### config.mk
export PLATFORM = sky130hd
export DESIGN_NAME = ins_seq_decode
export DESIGN_NICKNAME = d
export VERILOG_FILES = /design/src/rtl/ins_seq_decode.sv
export SDC_FILE = /design/constraint.sdc
export NUM_CORES = 1
export LEC_CHECK = 0
export CAP_MARGIN = 10
export CORE_MARGIN = 4
export CORE_UTILIZATION = 42
export DETAILED_ROUTE_END_ITERATION = 10
export PLACE_DENSITY = 0.71
export SYNTH_ARGS = -nofsm -noshare
export SYNTH_HDL_FRONTEND = slang
export SYNTH_SLANG_ARGS = --single-unit
### constraint.sdc
create_clock -name clk -period 1.9 [get_ports clk]
set_input_delay 0.285 -clock clk [delete_from_list [all_inputs] [get_ports clk]]
set_output_delay 0.285 -clock clk [all_outputs]
set_load 0.05 [all_outputs]
### src/rtl/ins_seq_decode.sv
// Sequenced instruction decoder: accepts an opcode over valid/ready, then holds
// a one-hot op line for a per-class number of execute steps; handles jumps, illegal ops and HALT.
module ins_seq_decode #(
  parameter int OPC_W    = 4,
  parameter int OPC_BASE = 4,
  parameter int ALU_OP0  = 8,
  parameter int JMP_OP   = 10,
  parameter int EXEC_CYC = 2,
  parameter int ALU_CYC  = 3,
  parameter int STEP_W   = 4
) (
  input  logic                    clk,
  input  logic                    rst_n,
  input  logic                    en,
  input  logic                    ir_valid,
  output logic                    ir_ready,
  input  logic [OPC_W-1:0]        ir,
  input  logic                    gt_flag,
  input  logic                    resume,
  output logic [(2**OPC_W)-1:0]   op_hot,
  output logic [STEP_W-1:0]       step,
  output logic                    jump_taken,
  output logic                    done,
  output logic                    illegal,
  output logic                    halted,
  output logic                    busy
);

  localparam int NOPS = 2**OPC_W;

  localparam logic [OPC_W-1:0]  BASE_C    = OPC_W'(OPC_BASE);
  localparam logic [OPC_W-1:0]  ADD_C     = OPC_W'(ALU_OP0);
  localparam logic [OPC_W-1:0]  SUB_C     = OPC_W'(ALU_OP0 + 1);
  localparam logic [OPC_W-1:0]  JMP_C     = OPC_W'(JMP_OP);
  localparam logic [OPC_W-1:0]  JG_C      = OPC_W'(JMP_OP + 1);
  localparam logic [OPC_W-1:0]  HALT_C    = '1;
  localparam logic [STEP_W-1:0] ALU_LAST  = STEP_W'(ALU_CYC - 1);
  localparam logic [STEP_W-1:0] EXEC_LAST = STEP_W'(EXEC_CYC - 1);
  localparam logic [NOPS-1:0]   HOT_ONE   = NOPS'(1);

  typedef enum logic [1:0] {IDLE, EXEC, HALTED} state_t;

  state_t             state;
  logic [STEP_W-1:0]  last_step_p0;
  logic               at_last;
  logic               accept;

  function automatic logic [STEP_W-1:0] last_step_of(input logic [OPC_W-1:0] opc);
    return (opc == ADD_C || opc == SUB_C) ? ALU_LAST : EXEC_LAST;
  endfunction

  function automatic logic is_illegal(input logic [OPC_W-1:0] opc);
    return opc < BASE_C;
  endfunction

  assign at_last  = (state == EXEC) && (step == last_step_p0);
  assign ir_ready = en && ((state == IDLE) || at_last);
  assign done     = en && at_last;
  assign accept   = ir_valid && ir_ready;

  // Decode/execute stage: everything below advances only while en is high.
  always_ff @(posedge clk or negedge rst_n) begin
    if (!rst_n) begin
      state        <= IDLE;
      op_hot       <= '0;
      step         <= '0;
      last_step_p0 <= '0;
      jump_taken   <= 1'b0;
      illegal      <= 1'b0;
      halted       <= 1'b0;
      busy         <= 1'b0;
    end else if (en) begin
      illegal <= 1'b0;
      if (accept) begin
        step <= '0;
        if (is_illegal(ir)) begin
          state      <= IDLE;
          op_hot     <= '0;
          jump_taken <= 1'b0;
          illegal    <= 1'b1;
          busy       <= 1'b0;
        end else if (ir == HALT_C) begin
          state      <= HALTED;
          op_hot     <= HOT_ONE << ir;
          jump_taken <= 1'b0;
          halted     <= 1'b1;
          busy       <= 1'b0;
        end else begin
          // Also the zero-bubble path when accepted on the last step.
          state        <= EXEC;
          op_hot       <= HOT_ONE << ir;
          last_step_p0 <= last_step_of(ir);
          jump_taken   <= (ir == JMP_C) || ((ir == JG_C) && gt_flag);
          busy         <= 1'b1;
        end
      end else begin
        case (state)
          EXEC: begin
            if (at_last) begin
              state      <= IDLE;
              op_hot     <= '0;
              jump_taken <= 1'b0;
              step       <= '0;
              busy       <= 1'b0;
            end else begin
              step <= step + 1'b1;
            end
          end
          HALTED: begin
            if (resume) begin
              state  <= IDLE;
              halted <= 1'b0;
              op_hot <= '0;
            end
          end
          default: ;
        endcase
      end
    end
  end

endmodule

==> results.toml <==
[status]
run_status = "complete, but fails checks"
violations = "setup timing"

[layout]
finish.instance_area_um2 = 1900
fin_cells = 190
multi_input_area_um2 = 567
antennaDiodeCount = 0
final_nets = 171
syn2layout_area_growth_pct = 49.7
drive_gt1_frac = 0.258
fill_cells = 210
ff_latch_area_um2 = 704

[setup_path]
crit_end = "done"
cp.arrival_ps = 1710
cp-end-kind = "output port"
rr_endpoint = "last_step_p0[0]$_DFFE_PN0P_"
ff2ff_path_depth = 5
criticalPathCategory = "reg2out"
crit_fanout = 2
r2r_slack_ps = -60
slowest_delay_ps = 440
regToRegStartpoint = "state[1]$_DFFE_PN0P_"
crit_chain = "nor4b_4 > buf_4 > nand4_1 > inv_2 > buf_12"
start_kind = "flop"
cp_slowest_cell = "dfrtp_1"
critPathLaunch = "state[1]$_DFFE_PN0P_"
crit_required_ps = 1620

[routing]
postRouteAntennaNets = 0
vias_per_cell = 5.73
wl_per_cell_um = 16.8
remaining_drc_errors = 0
first_pass_iters = 4
drt_iter0_drc = 29
dr_total_vias = 1089
finalWirelength_um = 3200

[power]
p_total_uw = 3000
peakVddDrop_mv = 0.666
power_density_nw_per_um2 = 1580
p_leak_uw = 0.000874

[timing]
min_period_ps = 2000
worst_slew_pin_slew_ps = 507
finalSetupTns_ps = -244
rsz0062_at_grt = "true"
fin_skew_ps = 3.03
finalHoldViolCount = 0
hold_ws_ps = 304
relSlewSlack = 0.661
setup_ws_ps = -99.0
setup_viol = 5
fmax_ghz = 0.500
slew_viol_final = 0
fin_crit_sh = 1.05

[synth]
ys_ff_latch = 28
syn-num-nets = 117
syn_area_um2 = 1270
ys_seq_area_frac = 0.552
syn_avg_cell_area_um2 = 12.0
ys_types = 32
yosysWarnings = 0
synthCells = 106

[clock_network]
cts_tree = "yes"
ctsRootBufferMaster = "clkbuf_4"
clkLatencyLatePin_ps = 330
path_clk_slew_ps = 150
clkSinkCount = 28
htree_levels = 1
numCtsBuffers = 3
clockBufferDepth = 2

[placement]
placed_area_um2 = 1780
dp_cells = 180
gp_congestion = 0.811
io_buffers = 35
detailed_place_hpwl_um = 2250

[floorplan]
die_x_um = 63.0
core-area_um2 = 2830
rows = 19
start_util = 0.449
io_pins = 36
die_h_um = 63.0
dieArea_um2 = 3970

[global_routing]
grt_overflow_total = 0
antenna_found_initial = 0
grt_pass1_vias = 1155
grt_pass1_wl_um = 5400
grt_usage = 0.170
grt_max_degree = 29

[job]
cap_viol_max_count = 0

[hold_path]
min_path_type = "in2async"
[cell type report]
class,count,share of cell area
clock buffers,3,0.0118
clock inverters,1,0.0158
inverters,5,0.00987
multi-input cells,69,0.298
flip-flops and latches,28,0.371
well taps,31,0.0204
repair buffers,53,0.273
[critical path: cells and delay by family, from the launching register on]
| kind | cells | cell delay, ps |
|---|---|---|
| buffers and inverters | 3 | 440 |
| flip-flops | 1 | 440 |
| AND/OR/NAND/NOR | 2 | 500 |
[cells in the final DEF, fill, tap and decap left out, drive strengths merged]
| cell | instances |
|---|---|
| clkdlybuf4s50 | 29 |
| or2 | 1 |
| dlygate4sd2 | 2 |
| nor2b | 3 |
| nand3 | 1 |
| nand2 | 3 |
| o32ai | 1 |
| o41ai | 2 |
| o21ai | 5 |
| xnor2 | 4 |
| nand4 | 2 |
| a32o | 6 |
| o31a | 1 |
| nor4b | 3 |
| o221ai | 1 |
| buf | 21 |
| and3 | 1 |
| dfrtp | 28 |
| clkbuf | 3 |
| ha | 1 |
| nor2 | 8 |
| o22a | 1 |
| a21o | 3 |
| dlymetal6s2s | 1 |
| bufinv | 1 |
| and2 | 5 |
| nand2b | 2 |
| a22o | 6 |
| nor3 | 3 |
| inv | 5 |
| nor3b | 1 |
| o22ai | 2 |
| a31oi | 1 |
| or4b | 1 |
| o31ai | 1 |
[report_power, final]
part	switching [uW]	internal (uW)	leakage [uW]	total [uW]
registers	125	746	0.000370	870
clock network	179	214	0.0000279	393
logic	997	742	0.000476	1740
[routing by layer]
layer | vias to the layer above | global-route usage | share of wire
li1 | 503 | - | -
met1 | 546 | 0.205 | 0.44
met2 | 35 | 0.292 | 0.48
met3 | 5 | 0.0378 | 0.061
met4 | 0 | 0.0689 | 0.018
met5 | - | 0 | 0
[sequential cells by signal, summed over array words and instances (netlist names)]
register,count
last_step_p0,2
busy,1
step,4
state,2
op_hot,16
jump_taken,1
halted,1
illegal,1
[through the flow]
stage,utilization,worst slack (ps)
after floorplan,-,-19.5
after global placement,0.628,108
after detailed placement,0.628,64.0
after CTS,0.667,-66.6
after global routing,0.672,-157
final,0.672,-99.0
[Yosys cell counts]
master / instances / share of area
or4b_1: 1 / 0.0079
o31a_1: 1 / 0.0069
nor2b_1: 3 / 0.015
buf_6: 1 / 0.0089
inv_1: 5 / 0.015
a31oi_4: 1 / 0.017
nand2b_1: 2 / 0.0099
o22a_1: 1 / 0.0069
xnor2_1: 4 / 0.028
nand3_1: 1 / 0.0039
a32o_1: 6 / 0.047
and2_1: 5 / 0.025
o22ai_1: 2 / 0.0099
o31ai_1: 1 / 0.0059
o32ai_1: 1 / 0.0069
dfrtp_1: 28 / 0.55
clkbuf_1: 3 / 0.0089
nor3_1: 3 / 0.012
nand2_1: 3 / 0.0089
nor3b_1: 1 / 0.0059
or2_1: 1 / 0.0049
a22o_1: 6 / 0.041
nor2_1: 8 / 0.024
nor4b_2: 2 / 0.024
o221ai_2: 1 / 0.012
a21o_1: 3 / 0.018
nor4b_4: 1 / 0.019
o41ai_1: 2 / 0.014
nand4_1: 2 / 0.0099
and3_1: 1 / 0.0049
ha_1: 1 / 0.0099
o21ai_0: 5 / 0.020
[worst min-delay path by stage]
stage                            from                     end  slack, ps  cells past startpoint
6_report                        rst_n     step[0]$_DFFE_PN0P_        300                      2
5_1_grt                         rst_n     illegal$_DFFE_PN0P_        330                      2
4_1_cts                         rst_n     step[0]$_DFFE_PN0P_        310                      2
3_5_place_dp   op_hot[15]$_DFFE_PN0P_  op_hot[15]$_DFFE_PN0P_        470                      1
3_3_place_gp   op_hot[15]$_DFFE_PN0P_  op_hot[15]$_DFFE_PN0P_        460                      1
2_1_floorplan                   rst_n        busy$_DFFE_PN0P_        -10                      0
[cell families (layout without fill, tap and decap cells)]
family                     after synthesis  after routing  share of synthesized area
and+or+nand+nor                         34             34                      0.173
adders and majority gates                1              1                    0.00985
AOI/OAI and AO/OA                       30             30                      0.205
DFF                                     28             28                      0.552
xor gates and xnor gates                 4              4                     0.0276
buffers and inverters                    9             62                     0.0325
[what timing repair did]
action                     CTS  global route
hold endpoints to repair     0             0
setup endpoints to repair    3            22
pin swaps                    3             0
hold buffers                 0             0
gates resized for setup      6             4
cloned                       0             0
buffers inserted             6             0
No activity file was read; power rests on OpenSTA's default activity.
